`src/rtl/rcc_dx_rst_seq_if.sv`:
```
// Domain reset sequencer bus: request/power/flag-clear inputs and reset/clock-enable/status outputs.
interface rcc_dx_rst_seq_if;
  logic dx_rst_req;
  logic dx_pwr_rdy;
  logic rmvf;
  logic dx_rst_n;
  logic dx_clk_en;
  logic dx_seq_busy;
  logic dx_rst_ack;
  logic rst_flag;

  modport master (
    output dx_rst_req, dx_pwr_rdy, rmvf,
    input  dx_rst_n, dx_clk_en, dx_seq_busy, dx_rst_ack, rst_flag
  );

  modport slave (
    input  dx_rst_req, dx_pwr_rdy, rmvf,
    output dx_rst_n, dx_clk_en, dx_seq_busy, dx_rst_ack, rst_flag
  );
endinterface

```
`src/rtl/rcc_dx_rst_seq.sv`:
```
// Per-domain reset sequencer: gate clock, hold reset, wait power, release reset, re-enable clock.
// Optional sticky reset flag enabled by macro RCC_DX_RST_FLAG_EN (otherwise rst_flag is tied low).
module rcc_dx_rst_seq #(
  parameter int unsigned RST_DURATION = 10,
  parameter int unsigned CLK_ON_DELAY = 8
) (
  input  logic              clk,
  input  logic              rst_n,
  rcc_dx_rst_seq_if.slave   io_dx
);

  localparam int unsigned CNT_MAX = (RST_DURATION > CLK_ON_DELAY) ? RST_DURATION : CLK_ON_DELAY;
  localparam int unsigned CNT_W   = $clog2(CNT_MAX + 1);
  localparam logic [CNT_W-1:0] RST_LOAD = CNT_W'(RST_DURATION - 1);
  localparam logic [CNT_W-1:0] CLK_LOAD = CNT_W'((CLK_ON_DELAY == 0) ? 0 : CLK_ON_DELAY - 1);

  typedef enum logic [2:0] {
    ST_GATE,
    ST_ASSERT,
    ST_WAIT_PWR,
    ST_RELEASE,
    ST_RUN
  } state_t;

  // With no clock-on delay the hold phase skips RELEASE entirely.
  localparam state_t ST_AFTER_HOLD = (CLK_ON_DELAY == 0) ? ST_RUN : ST_RELEASE;

  state_t           r_state;
  state_t           w_state_nxt;
  logic [CNT_W-1:0] r_cnt;
  logic [CNT_W-1:0] w_cnt_nxt;
  logic             r_rst_n;
  logic             r_clk_en;
  logic             r_busy;
  logic             r_ack;
  logic             w_rst_n_nxt;
  logic             w_clk_en_nxt;
  logic             w_busy_nxt;
  logic             w_ack_nxt;
  logic             w_enter_assert;
  logic             w_pwr_ok;

  // State, counter and registered outputs
  always_ff @(posedge clk or negedge rst_n) begin
    if (!rst_n) begin
      r_state  <= ST_ASSERT;
      r_cnt    <= RST_LOAD;
      r_rst_n  <= 1'b0;
      r_clk_en <= 1'b0;
      r_busy   <= 1'b1;
      r_ack    <= 1'b0;
    end else begin
      r_state  <= w_state_nxt;
      r_cnt    <= w_cnt_nxt;
      r_rst_n  <= w_rst_n_nxt;
      r_clk_en <= w_clk_en_nxt;
      r_busy   <= w_busy_nxt;
      r_ack    <= w_ack_nxt;
    end
  end

  // Next state, counter and the outputs that go with the next state
  always_comb begin
    w_state_nxt = r_state;
    w_cnt_nxt   = r_cnt;
    w_pwr_ok    = io_dx.dx_pwr_rdy && !io_dx.dx_rst_req;

    case (r_state)
      ST_RUN: begin
        if (io_dx.dx_rst_req) begin
          w_state_nxt = ST_GATE;
        end
      end
      ST_GATE: begin
        w_state_nxt = ST_ASSERT;
        w_cnt_nxt   = RST_LOAD;
      end
      ST_ASSERT: begin
        if (r_cnt == '0) begin
          if (w_pwr_ok) begin
            w_state_nxt = ST_AFTER_HOLD;
            w_cnt_nxt   = CLK_LOAD;
          end else begin
            w_state_nxt = ST_WAIT_PWR;
          end
        end else begin
          w_cnt_nxt = r_cnt - CNT_W'(1);
        end
      end
      ST_WAIT_PWR: begin
        if (w_pwr_ok) begin
          w_state_nxt = ST_AFTER_HOLD;
          w_cnt_nxt   = CLK_LOAD;
        end
      end
      ST_RELEASE: begin
        // Clock is already off, so a new request goes straight back to ASSERT.
        if (io_dx.dx_rst_req) begin
          w_state_nxt = ST_ASSERT;
          w_cnt_nxt   = RST_LOAD;
        end else if (r_cnt == '0) begin
          w_state_nxt = ST_RUN;
        end else begin
          w_cnt_nxt = r_cnt - CNT_W'(1);
        end
      end
      default: begin
        w_state_nxt = ST_ASSERT;
        w_cnt_nxt   = RST_LOAD;
      end
    endcase

    w_rst_n_nxt    = !((w_state_nxt == ST_ASSERT) || (w_state_nxt == ST_WAIT_PWR));
    w_clk_en_nxt   = (w_state_nxt == ST_RUN);
    w_busy_nxt     = (w_state_nxt != ST_RUN);
    w_ack_nxt      = (w_state_nxt == ST_RUN) && (r_state != ST_RUN);
    w_enter_assert = (w_state_nxt == ST_ASSERT) && (r_state != ST_ASSERT);
  end

  assign io_dx.dx_rst_n    = r_rst_n;
  assign io_dx.dx_clk_en   = r_clk_en;
  assign io_dx.dx_seq_busy = r_busy;
  assign io_dx.dx_rst_ack  = r_ack;

`ifdef RCC_DX_RST_FLAG_EN
  logic r_flag;

  // Sticky flag: set on ASSERT entry, which wins over a simultaneous clear.
  always_ff @(posedge clk or negedge rst_n) begin
    if (!rst_n) begin
      r_flag <= 1'b1;
    end else if (w_enter_assert) begin
      r_flag <= 1'b1;
    end else if (io_dx.rmvf) begin
      r_flag <= 1'b0;
    end
  end

  assign io_dx.rst_flag = r_flag;
`else
  logic w_unused_flag;

  assign w_unused_flag  = ^{io_dx.rmvf, w_enter_assert};
  assign io_dx.rst_flag = 1'b0;
`endif

endmodule

```
`src/flat_wrapper.sv`:
```
// flat-port wrapper written by rule: the top's interface ports become plain ports
module rcc_dx_rst_seq_flat 
#(
  parameter int unsigned RST_DURATION = 10,
  parameter int unsigned CLK_ON_DELAY = 8
)
  (clk, rst_n, io_dx_dx_rst_req, io_dx_dx_pwr_rdy, io_dx_rmvf, io_dx_dx_rst_n, io_dx_dx_clk_en, io_dx_dx_seq_busy, io_dx_dx_rst_ack, io_dx_rst_flag);
  rcc_dx_rst_seq_if io_dx_i ();
  input  logic clk;
  input  logic rst_n;
  input wire logic [$bits(io_dx_i.dx_rst_req)-1:0] io_dx_dx_rst_req;
  input wire logic [$bits(io_dx_i.dx_pwr_rdy)-1:0] io_dx_dx_pwr_rdy;
  input wire logic [$bits(io_dx_i.rmvf)-1:0] io_dx_rmvf;
  output wire logic [$bits(io_dx_i.dx_rst_n)-1:0] io_dx_dx_rst_n;
  output wire logic [$bits(io_dx_i.dx_clk_en)-1:0] io_dx_dx_clk_en;
  output wire logic [$bits(io_dx_i.dx_seq_busy)-1:0] io_dx_dx_seq_busy;
  output wire logic [$bits(io_dx_i.dx_rst_ack)-1:0] io_dx_dx_rst_ack;
  output wire logic [$bits(io_dx_i.rst_flag)-1:0] io_dx_rst_flag;
  assign io_dx_i.dx_rst_req = io_dx_dx_rst_req;
  assign io_dx_i.dx_pwr_rdy = io_dx_dx_pwr_rdy;
  assign io_dx_i.rmvf = io_dx_rmvf;
  assign io_dx_dx_rst_n = io_dx_i.dx_rst_n;
  assign io_dx_dx_clk_en = io_dx_i.dx_clk_en;
  assign io_dx_dx_seq_busy = io_dx_i.dx_seq_busy;
  assign io_dx_dx_rst_ack = io_dx_i.dx_rst_ack;
  assign io_dx_rst_flag = io_dx_i.rst_flag;
  rcc_dx_rst_seq #(.RST_DURATION(RST_DURATION), .CLK_ON_DELAY(CLK_ON_DELAY)) u_core (.clk(clk), .rst_n(rst_n), .io_dx(io_dx_i));
endmodule
```
`config.mk`:
```
export PLATFORM = sky130hd
export DESIGN_NAME = rcc_dx_rst_seq_flat
export DESIGN_NICKNAME = d
export VERILOG_FILES = /design/src/rtl/rcc_dx_rst_seq_if.sv /design/src/rtl/rcc_dx_rst_seq.sv /design/src/flat_wrapper.sv
export SDC_FILE = /design/constraint.sdc
export NUM_CORES = 1
export LEC_CHECK = 0
export BUFFER_PORTS_ARGS = -buffer_cell sky130_fd_sc_hd__buf_2
export CORE_MARGIN = 2
export CORE_UTILIZATION = 48
export DETAILED_ROUTE_END_ITERATION = 16
export GPL_TIMING_DRIVEN = 0
export MAX_ROUTING_LAYER = met4
export PLACE_DENSITY = 0.72
export SLEW_MARGIN = 15
export SYNTH_ARGS = -nofsm -noshare
export SYNTH_HDL_FRONTEND = slang
export SYNTH_SLANG_ARGS = --single-unit
```
`constraint.sdc`:
```
create_clock -name clk -period 1.84 [get_ports clk]
set_clock_uncertainty 0.05 [all_clocks]
set_input_delay 0.184 -clock clk [delete_from_list [all_inputs] [get_ports clk]]
set_output_delay 0.184 -clock clk [all_outputs]
set_load 0.01 [all_outputs]
```
==> metrics.md, run 1 <==
| Metric | Value |
|---|---|
| Wire length per cell | `13.28 um` |
| Final net count | `93` |
| Port Buf Inserts | `7` |
| Yosys warnings | `0` |
| Final Max Slew Viols | `0` |
| Crit path buf inv count | `1` |
| Final Cell Area | `793.3 um^2` |
| Placed Area | `737.0 um^2` |
| Reg clk slew, reported paths | `0.07 ns` |
| Initial core utilization | `51.85%` |
| Top FF cell, synth | `dfrtp_1` |
| Fin. Hold Viols | `0` |
| Post-DR vias/cell | `5.802` |
| Seq cells post-synth | `11` |
| Pin count of the biggest net entering global routing | `12` |
| Outcome | `completed` |
| First-pass GRT wire length | `2346 um` |
| Max IR drop VDD | `0.0009037 V` |
| CP Depth | `6` |
| Hpwl dp | `943.7 um` |
| Power after layout | `1.187 mW` |
| Top cell family by delay on the critical path | `compound AO/OA/AOI/OAI gates` |
| GRT Util Overall | `18.63%` |
| Residual DRC | `0` |
| Leak | `0.3548 nW` |
| Max-capacitance violation count | `0` |
| Drt pass-1 iters | `4` |
| Number of flops mapped to enable cells by yosys | `0` |
| H-tree Lvls | `1` |
| FFs w/ async S/R, synth | `100.0%` |
| Reg2reg end | `u_core.r_cnt[2]` |
| Crit end category | `register` |
| DRT Wirelength | `1341 um` |
| Cell count after synthesis | `73` |
| FF-to-FF setup slack | `0.08 ns` |
| CTS tree | `done` |
| Area delta synth->final | `16.12%` |
| Reg-to-reg critical path startpoint | `u_core.r_cnt[1]` |
| Die area | `0.001741 mm^2` |
| CTS sink cnt | `11` |
| Worst endpoint required time | `1.96 ns` |
| Multi-input logic area | `379.1 um^2` |
| Gpl congestion | `0.8218` |
| Crit start category | `register` |
| Final ANT Viol Nets | `0` |
| CTS root buf | `clkbuf_4` |
| Total CTS buffers | `3` |
| Yosys cell types | `36` |
| Clock Latency Late Sink | `0.27 ns` |
| Gr ovfl total | `0` |
| Post-Syn Area per Cell | `9.358 um^2` |
| Crit-path max cell delay | `0.41 ns` |
| I/O Pins | `10` |
| Setup violations, final | `0` |
| Vias in the first global route | `522` |
| Slowest cell on crit path | `or3b_4` |
| Pwr/cell area | `1497 mW/mm^2` |
| Clock tree buffer depth | `2` |
| Critical path peak fanout | `4` |
| Sequential area share after synthesis | `41.03%` |
| Crit path DAT | `1.88 ns` |
| Mapped Area | `683.2 um^2` |
| Hold Path Class | `in2async` |
| Initial antenna violation count | `0` |
| Crit path cell chain | `inv_2 > ha_4 > or3b_4 > o41ai_4 > a211oi_1 > o22a_1` |
| Sequential Area | `280.3 um^2` |
| Final Critical Period | `1.765 ns` |
| Cell depth of the worst flop-to-flop path | `6` |
| Synthesized net count | `79` |
| DR iter-0 viols | `9` |
| Die H | `41.73 um` |
| Fin crit share | `95.90%` |
| Detailed-route via count | `586` |
| Layout cells sized above 1 | `30.23%` |
| Area of the core | `0.001318 mm^2` |
| Setup TNS | `0 ns` |
| Fillers | `112` |
| Antenna diodes | `0` |
| Row count | `13` |
| Crit path kind | `reg2reg` |
| Die Wd | `41.73 um` |
| Achievable frequency | `566.7 MHz` |
-- state kept, by name (all words and copies together), names as in the netlist --
| register | flops |
|---|---|
| u_core.io_dx.dx_rst_n | 1 |
| u_core.io_dx.dx_clk_en | 1 |
| u_core.io_dx.dx_rst_ack | 1 |
| u_core.r_state | 3 |
| u_core.r_cnt | 4 |
| u_core.io_dx.dx_seq_busy | 1 |
-- per-layer routing --
metal  share of wire [%]  up-vias  global-route usage, %
li1                    -      294                      -
met1                  52      275                  26.17
met3                 3.1        4                  3.913
met5                   0        -                      -
met4                 3.3        0                  11.61
met2                  42       13                  24.06
-- cells by family after synthesis --
logic type               share of synthesized area (%)
AO/OA/AOI/OAI                                    25.28
adder cells (fa/ha/maj)                          1.831
buffers and inverters                            5.312
flip-flops                                       41.03
multiplexers                                     1.648
other                                           0.5489
AND/OR/NAND/NOR                                  24.36
-- synthesized netlist by cell type (all sizes together), types with 2 or more instances --
| library cell | count | area, um^2 |
|---|---|---|
| or3b | 2 | 20.02 |
| dfrtp | 7 | 175.2 |
| nand3 | 4 | 20.02 |
| a21oi | 4 | 20.02 |
| a31oi | 2 | 12.51 |
| nand2 | 6 | 22.52 |
| clkbuf | 2 | 7.510 |
| nor2 | 2 | 7.510 |
| o211ai | 3 | 22.52 |
| a211oi | 2 | 15.01 |
| inv | 3 | 11.26 |
| nand2b | 4 | 25.02 |
| buf | 3 | 17.52 |
| nor2b | 4 | 25.02 |
| o21ai | 4 | 20.01 |
| dfstp | 4 | 105.1 |
-- cell usage in the layout, fill, tap and decap left out, types with 2 or more instances in the layout --
| cell | count |
|---|---|
| nor2_1 | 2 |
| buf_4 | 2 |
| o21ai_0 | 2 |
| a21oi_1 | 4 |
| o211ai_1 | 3 |
| dfrtp_1 | 7 |
| inv_2 | 2 |
| clkbuf_1 | 3 |
| nand3_1 | 4 |
| clkbuf_4 | 3 |
| a211oi_1 | 2 |
| dfstp_2 | 4 |
| a31oi_1 | 2 |
| nor2b_1 | 4 |
| nand2b_1 | 4 |
| o21ai_1 | 2 |
| nand2_1 | 6 |
| buf_2 | 9 |
-- metrics by stage --
stage | std cells | hold slack, ns | setup slack, ns | utilization, %
floorplan | 73 | -0.1616 | 0.03400 | -
global placement | 95 | 0.01517 | -0.05719 | 55.94
detailed placement | 95 | 0.02011 | -0.07129 | 55.94
CTS | 101 | 0.2553 | 0.004959 | 59.45
global route | 101 | 0.2772 | -0.005996 | 60.21
finish | 101 | 0.2494 | 0.07539 | 60.21
-- final cells by class --
type                    count  area share [%]
plain buffers               5           3.155
clock buffers               4           3.312
inverters                   3           1.420
multi-input cells          54           47.79
flip-flops and latches     11           35.33
well taps                  15           2.366
repair buffers              9           6.625
-- what timing repair did --
| item | 4_1_cts | 5_1_grt |
|---|---|---|
| gates resized for setup | 1 | 4 |
| pin swaps | 1 | 2 |
| endpoints found under the setup margin | 2 | 3 |
| cloned | 0 | 0 |
| hold buffers | 1 | 0 |
| hold endpoints to repair | 11 | 0 |
| setup buffers | 1 | 0 |
-- where the power goes --
group / internal (mW) / switching [mW]
Combinational: 0.292 / 0.293
Clock: 0.0842 / 0.0857
Sequential: 0.348 / 0.0850
-- how the worst max path moves through the flow --
stage	start	slack (ns)	to
finish	u_core.r_cnt[1]	0.08	u_core.r_cnt[2]
floorplan	u_core.r_cnt[0]	0.03	u_core.r_cnt[3]
global placement	u_core.r_cnt[1]	-0.06	u_core.r_cnt[2]
CTS	u_core.r_cnt[0]	0.005	u_core.r_cnt[3]
global route	u_core.r_cnt[1]	-0.006	u_core.r_cnt[2]
detailed placement	u_core.r_cnt[1]	-0.07	u_core.r_cnt[2]
Power figures use the tool's default switching activity.
==> run 2: changes to the inputs <==
--- a/config.mk
+++ b/config.mk
@@ -6,12 +6,12 @@
 export NUM_CORES = 1
 export LEC_CHECK = 0
 export BUFFER_PORTS_ARGS = -buffer_cell sky130_fd_sc_hd__buf_2
-export CORE_MARGIN = 2
-export CORE_UTILIZATION = 48
+export CORE_AREA = 10 10 47 49
 export DETAILED_ROUTE_END_ITERATION = 16
+export DIE_AREA = 0 0 57 59
 export GPL_TIMING_DRIVEN = 0
 export MAX_ROUTING_LAYER = met4
-export PLACE_DENSITY = 0.72
+export PLACE_DENSITY = 0.73
 export SLEW_MARGIN = 15
 export SYNTH_ARGS = -nofsm -noshare
 export SYNTH_HDL_FRONTEND = slang
==> constraint.sdc (replaced) <==
create_clock -name clk -period 1.7 [get_ports clk]
set_clock_uncertainty 0.05 [all_clocks]
set_input_delay 0.17 -clock clk [delete_from_list [all_inputs] [get_ports clk]]
set_output_delay 0.17 -clock clk [all_outputs]
set_load 0.01 [all_outputs]
==> run 2 against run 1 <==
The flow now finishes with violations (setup timing). Clock power up 8%. Maximum frequency down 1.5%. Global-route usage down 8.2 points. Count of clock-buffer cells in the layout down 1. Sequential cell count unchanged. Critical endpoint is now u_core.r_cnt[3]. Core utilization down 0.12 points. Critical path depth unchanged. First-iteration DRC count up 120%. Worst setup slack worse by 0.17 ns. Wire length up 27%. Combinational power up 28%. Total power up 19%.
==> metrics.md, run 2 (synthesis results as in run 1) <==
| Metric | Value |
|---|---|
| Vias in the first global route | `620 (was 522)` |
| Pwr/cell area | `1674 mW/mm^2 (was 1497 mW/mm^2)` |
| Residual DRC | `0 (unchanged)` |
| Top flop regs | `u_core.r_cnt: 4 flops, u_core.r_state: 3 flops (unchanged)` |
| Gpl congestion | `0.8769 (was 0.8218)` |
| Switching Share | `40.75% (was 39.08%)` |
| Clock Latency Late Sink | `0.28 ns (was 0.27 ns)` |
| Die Wd | `57 um (was 41.73 um)` |
| Crit-path max cell delay | `0.57 ns (was 0.41 ns)` |
| Setup TNS | `-0.2549 ns (was 0 ns)` |
| Worst endpoint required time | `1.87 ns (was 1.96 ns)` |
| H-tree Lvls | `1 (unchanged)` |
| Final setup margin | `-0.09107 ns (was 0.07539 ns)` |
| Initial core utilization | `48.75% (was 51.85%)` |
| Max reg flops | `4 (unchanged)` |
| Max IR drop VDD | `0.0008471 V (was 0.0009037 V)` |
| Sequential Area | `280.3 um^2 (unchanged)` |
| Internal | `0.8354 mW (was 0.7234 mW)` |
| DR iter-0 viols | `20 (was 9)` |
| Clock tree buffer depth | `2 (unchanged)` |
| Crit path DAT | `1.96 ns (was 1.88 ns)` |
| Final Critical Period | `1.791 ns (was 1.765 ns)` |
| Top cell family by delay on the critical path | `simple AND/OR/NAND/NOR gates (was compound AO/OA/AOI/OAI gates)` |
| Outcome | `finished, violations left (was completed)` |
| Final Max Slew Viols | `0 (unchanged)` |
| Crit path cell chain | `inv_2 > ha_4 > or3b_4 > o21ai_1 > or4_1 > nand3_1 (was inv_2 > ha_4 > or3b_4 > o41ai_4 > a211oi_1 > o22a_1)` |
| Sequential share of power | `33.7% (was 36.4%)` |
| Reg clk slew, reported paths | `0.08 ns (was 0.07 ns)` |
| Die H | `59 um (was 41.73 um)` |
| I/O Pins | `10 (unchanged)` |
| Crit path kind | `reg2reg (unchanged)` |
| Drt pass-1 iters | `4 (unchanged)` |
| Wire length per cell | `15.96 um (was 13.28 um)` |
| CTS root buf | `clkbuf_4 (unchanged)` |
| Achievable frequency | `558.3 MHz (was 566.7 MHz)` |
| Area delta synth->final | `23.26% (was 16.12%)` |
| Largest Register | `u_core.r_cnt (unchanged)` |
| Sw power | `0.5744 mW (was 0.4640 mW)` |
| Fin crit share | `105.4% (was 95.90%)` |
| Multi-input logic area | `386.6 um^2 (was 379.1 um^2)` |
| Final net count | `98 (was 93)` |
| Crit end category | `register (unchanged)` |
| Final ANT Viol Nets | `0 (unchanged)` |
| Combinational Power Share | `53.2% (was 49.3%)` |
| First-pass GRT wire length | `2766 um (was 2346 um)` |
| Die area | `0.003363 mm^2 (was 0.001741 mm^2)` |
| Max-capacitance violation count | `0 (unchanged)` |
| Total CTS buffers | `3 (unchanged)` |
| Fin. Hold Viols | `0 (unchanged)` |
| Clock power frac | `13.1% (was 14.3%)` |
| Crit path buf inv count | `1 (unchanged)` |
| RSZ-0062 raised after global routing | `yes` |
| Hold Path Class | `in2async (unchanged)` |
| CTS tree | `done (unchanged)` |
| Commonest non-fill, non-tap cell in the layout | `buf_2 (unchanged)` |
| GRT Util Overall | `10.45% (was 18.63%)` |
| Leak | `0.3893 nW (was 0.3548 nW)` |
| Row count | `14 (was 13)` |
| Gr ovfl total | `0 (unchanged)` |
| Port Buf Inserts | `7 (unchanged)` |
| Detailed-route via count | `660 (was 586)` |
| Post-DR vias/cell | `6.168 (was 5.802)` |
| DRT Wirelength | `1708 um (was 1341 um)` |
| Area of the core | `0.001401 mm^2 (was 0.001318 mm^2)` |
| Initial antenna violation count | `0 (unchanged)` |
| Hpwl dp | `1089 um (was 943.7 um)` |
| Antenna diodes | `0 (unchanged)` |
| Failing checks | `setup timing` |
| Setup violations, final | `3 (was 0)` |
| Pin count of the biggest net entering global routing | `12 (unchanged)` |
| Critical path peak fanout | `4 (unchanged)` |
| Slowest cell on crit path | `dfstp_2 (was or3b_4)` |
| Crit start category | `register (unchanged)` |
| Post-Place Setup Slack | `-0.1958 ns (was -0.07129 ns)` |
| CTS sink cnt | `11 (unchanged)` |
| Layout cells sized above 1 | `38.46% (was 30.23%)` |
| Fillers | `129 (was 112)` |
| Most frequent cells in the layout | `buf_2, buf_4, dfrtp_1, nand2_1 (was buf_2, dfrtp_1, nand2_1)` |
## run 2: cell count changes in the layout (fill, tap and decap cells not counted)
cell | before | now
buf_4 | 2 | 7
clkbuf_2 | 0 | 1
clkinv_2 | 0 | 1
a21oi_1 | 4 | 3
o21ai_0 | 2 | 1
o21ai_2 | 0 | 1
clkbuf_1 | 3 | 1
a21oi_2 | 0 | 1
## run 2: worst reg2reg max path: cells and delay by family, from the launching register on
kind | cells | cell delay, ns
AO/OA/AOI/OAI | 1 | 0.06
adder cells (fa/ha/maj) | 1 | 0.16
buffers and inverters | 1 | 0.06
flip-flops | 1 | 0.57
AND/OR/NAND/NOR | 3 | 0.83
## run 2: cell type report
type | count | area share (%)
Sequential cell | 11 | 33.28
Inverter | 3 | 1.337
Clock inverter | 1 | 0.5944
Clock buffer | 3 | 2.675
Timing Repair Buffer | 14 | 10.70
Tap cell | 16 | 2.377
Buffer | 5 | 3.120
Multi-Input combinational cell | 54 | 45.91
## run 2: power by group through the flow
stage	Combinational (mW)	Clock [mW]	Sequential (mW)
global route	0.826	0.196	0.493
detailed placement	0.595	0	0.470
finish	0.750	0.184	0.475
global placement	0.579	0	0.467
floorplan	0.484	0	0.449
CTS	0.686	0.189	0.466
## run 2: layer usage
layer / part of all wire [%] / global-route usage [%] / vias up / wire length, um
met4: 5.8 / 8.389 / 0 / 99
met2: 45 / 15.97 / 45 / 773
li1: - / - / 302 / -
met3: 8.8 / 2.575 / 15 / 151
met1: 40 / 11.34 / 298 / 685
met5: 0 / - / - / 0
## run 2: what timing repair did
| item | CTS | global route |
|---|---|---|
| gates resized for setup | 5 | 3 |
| buffers inserted | 5 | 1 |
| endpoints found under the setup margin | 4 | 6 |
| hold endpoints to repair | 11 | 0 |
| pin swaps | 6 | 1 |
| hold buffers | 1 | 0 |
## run 2: worst paths after layout
check,start,endpoint,slack [ns],cells after the start
hold reg to reg,u_core.r_cnt[3],u_core.r_cnt[3],0.52,2
setup reg to reg,u_core.r_cnt[0],u_core.r_cnt[3],-0.09,6
min in group clk,io_dx_dx_pwr_rdy,u_core.io_dx.dx_rst_n,0.23,3
hold / removal,rst_n,u_core.io_dx.dx_clk_en,0.23,2
setup / recovery,u_core.r_cnt[0],u_core.r_cnt[3],-0.09,6
max in group asynchronous,rst_n,u_core.r_cnt[3],1.10,2
## run 2: per-stage QoR
stage	util (%)	area, um^2	hold slack (ns)	std cells	total power [mW]
after floorplan	-	685.7	-0.1756	73	0.9329
after global placement	52.86	740.7	-0.002127	96	1.045
after detailed placement	52.86	740.7	0.001638	96	1.065
after CTS	59.02	827.0	0.2255	106	1.341
after global routing	60.09	842.1	0.2383	107	1.515
final	60.09	842.1	0.2269	107	1.410
==> run 3: changes to the inputs <==
--- a/config.mk
+++ b/config.mk
@@ -16,3 +16,4 @@
 export SYNTH_ARGS = -nofsm -noshare
 export SYNTH_HDL_FRONTEND = slang
 export SYNTH_SLANG_ARGS = --single-unit
+export TNS_END_PERCENT = 1
==> run 3 against run 2 <==
The flow still finishes with violations (setup timing). Wire length grew 2.3%. Largest cell class unchanged. Critical endpoint unchanged. Clock power is essentially flat. Worst hold slack lost 0.0036 ns. Combinational power is essentially flat. Die area is the same. Global-route usage is the same. Count of clock-buffer cells in the layout is the same. Sequential share of layout area shrank 0.20 points. Final area grew 0.59%. Core utilization grew 0.36 points.
==> metrics.md, run 3 (synthesis results as in run 1) <==
| Metric | Value |
|---|---|
| CTS tree | `done (unchanged)` |
| Final ANT Viol Nets | `0 (unchanged)` |
| Initial core utilization | `48.75% (unchanged)` |
| Die H | `59 um (unchanged)` |
| Fin. Hold Viols | `0 (unchanged)` |
| Crit path kind | `reg2reg (unchanged)` |
| Crit end category | `register (unchanged)` |
| Failing checks | `setup timing (unchanged)` |
| Final setup margin | `-0.08460 ns (was -0.09107 ns)` |
| Sequential Area | `280.3 um^2 (unchanged)` |
| Area delta synth->final | `23.99% (was 23.26%)` |
| Pwr/cell area | `1684 mW/mm^2 (was 1674 mW/mm^2)` |
| Fillers | `127 (was 129)` |
| Hold_ws | `0.2233 ns (was 0.2269 ns)` |
| Crit start category | `register (unchanged)` |
| Drt pass-1 iters | `4 (unchanged)` |
| Outcome | `finished, violations left (unchanged)` |
| Post-DR vias/cell | `6.028 (was 6.168)` |
| Non-Filler Instances | `106 (was 107)` |
| Max reg flops | `4 (unchanged)` |
| CTS root buf | `clkbuf_4 (unchanged)` |
| Largest Register | `u_core.r_cnt (unchanged)` |
| Hpwl dp | `1089 um (unchanged)` |
| GRT Util Overall | `10.45% (unchanged)` |
| Placed cells | `96 (unchanged)` |
| Vias in the first global route | `620 (unchanged)` |
| Post-Place Setup Slack | `-0.1958 ns (unchanged)` |
| Clock tree buffer depth | `2 (unchanged)` |
| Cell depth of the worst flop-to-flop path | `6 (unchanged)` |
| Worst endpoint required time | `1.87 ns (about the same)` |
| Fin crit share | `105.0% (was 105.4%)` |
| Slowest cell on crit path | `dfstp_2 (unchanged)` |
| Multi-input logic area | `399.1 um^2 (was 386.6 um^2)` |
| Reg clk slew, reported paths | `0.08 ns (about the same)` |
| Most frequent cells in the layout | `buf_2, dfrtp_1, nand2_1, buf_4 (was buf_2, buf_4, dfrtp_1, nand2_1)` |
| RSZ-0062 raised after global routing | `yes (unchanged)` |
| Reg-to-reg critical path startpoint | `u_core.r_cnt[0] (unchanged)` |
| Achievable frequency | `560.4 MHz (was 558.3 MHz)` |
| Pin count of the biggest net entering global routing | `12 (unchanged)` |
| Hold Path Class | `in2async (unchanged)` |
| Crit-path max cell delay | `0.57 ns (about the same)` |
| Wire length per cell | `16.49 um (was 15.96 um)` |
| Die area | `0.003363 mm^2 (unchanged)` |
| Critical path peak fanout | `4 (unchanged)` |
| Clock Latency Late Sink | `0.28 ns (about the same)` |
| Setup violations, final | `3 (unchanged)` |
| Commonest non-fill, non-tap cell in the layout | `buf_2 (unchanged)` |
| Gpl congestion | `0.8769 (unchanged)` |
| Total CTS buffers | `3 (unchanged)` |
| Gr ovfl total | `0 (unchanged)` |
| DRT Wirelength | `1748 um (was 1708 um)` |
| First-pass GRT wire length | `2766 um (unchanged)` |
| Final net count | `97 (was 98)` |
| I/O Pins | `10 (unchanged)` |
| Initial antenna violation count | `0 (unchanged)` |
| Die Wd | `57 um (unchanged)` |
| Max-capacitance violation count | `0 (unchanged)` |
| Port Buf Inserts | `7 (unchanged)` |
| Reg2reg end | `u_core.r_cnt[3] (unchanged)` |
| Area of the core | `0.001401 mm^2 (unchanged)` |
| Final Critical Period | `1.785 ns (was 1.791 ns)` |
| Leak | `0.3879 nW (was 0.3893 nW)` |
| Final Max Slew Viols | `0 (unchanged)` |
| Top flop regs | `u_core.r_cnt: 4 flops, u_core.r_state: 3 flops (unchanged)` |
| FF-to-FF setup slack | `-0.08 ns (was -0.09 ns)` |
| Detailed-route via count | `639 (was 660)` |
| Row count | `14 (unchanged)` |
| Crit path cell chain | `inv_2 > ha_4 > or3b_4 > o21ai_1 > or4_1 > nand3_1 (unchanged)` |
| H-tree Lvls | `1 (unchanged)` |
| Crit path DAT | `1.95 ns (was 1.96 ns)` |
| Antenna diodes | `0 (unchanged)` |
| Max IR drop VDD | `0.0008461 V (was 0.0008471 V)` |
| Layout cells sized above 1 | `38.89% (was 38.46%)` |
| DR iter-0 viols | `10 (was 20)` |
| CTS sink cnt | `11 (unchanged)` |
| Residual DRC | `0 (unchanged)` |
## run 3: cell count changes in the layout (fill, tap and decap cells not counted)
cell,delta
nor3b_4,+1
a2bb2oi_2,+1
a2bb2oi_1,-1
nor3b_2,-1
o21ai_1,-1
o21ai_0,+1
buf_4,-1
## run 3: worst max-delay path, delay by kind of cell (launching register included)
family / cells / cell delay [ns]
AOI/OAI and AO/OA: 1 / 0.06
adders and majority gates: 1 / 0.16
buffers and inverters: 1 / 0.06
DFF: 1 / 0.57
and+or+nand+nor: 3 / 0.83
## run 3: timing repair
action,in CTS,in global routing
hold buffers,1,0
endpoints found under the hold margin,11,0
cloned,0,0
pin swaps,6,1
gates resized for setup,5,4
setup buffers,5,0
setup endpoints to repair,4,6
## run 3: report_power, final
group | internal (mW) | total [mW] | switching (mW)
Sequential | 0.377 | 0.489 | 0.112
Clock | 0.0875 | 0.186 | 0.0982
Combinational | 0.370 | 0.752 | 0.382
Total | 0.834 | 1.43 | 0.592
## run 3: worst max-delay path by stage
stage | from | end | slack (ns) | cells past startpoint
6_report | u_core.r_cnt[0] | u_core.r_cnt[3] | -0.08 | 6
5_1_grt | u_core.r_cnt[0] | u_core.r_cnt[2] | -0.16 | 7
4_1_cts | u_core.r_cnt[0] | u_core.r_cnt[3] | -0.07 | 6
3_5_place_dp | u_core.r_cnt[1] | u_core.r_cnt[2] | -0.20 | 6
3_3_place_gp | u_core.r_cnt[1] | u_core.r_cnt[2] | -0.18 | 6
2_1_floorplan | u_core.r_cnt[1] | u_core.r_cnt[2] | -0.05 | 6
## run 3: per-stage QoR
step / power, mW / cell area, um^2 / utilization [%] / setup TNS [ns]
after floorplan: 0.9329 / 685.7 / - / -0.06173
after global placement: 1.045 / 740.7 / 52.86 / -0.3488
after detailed placement: 1.065 / 740.7 / 52.86 / -0.4166
after CTS: 1.341 / 827.0 / 59.02 / -0.1660
after global routing: 1.527 / 847.1 / 60.45 / -0.4711
final: 1.427 / 847.1 / 60.45 / -0.2344
## run 3: cell type report
| cell class | count | area share [%] |
|---|---|---|
| multi-input combinational | 54 | 47.12 |
| buffer | 5 | 3.102 |
| clock inverter | 1 | 0.5908 |
| timing repair buffer | 13 | 9.749 |
| clock buffer | 3 | 2.659 |
| tap | 16 | 2.363 |
| sequential | 11 | 33.09 |
| inverter | 3 | 1.329 |
## run 3: metal layers
metal  track usage, %  part of all wire, %
met4            8.389                  3.8
met1            11.34                   42
met3            2.575                  6.1
met5                -                    0
met2            15.97                   48
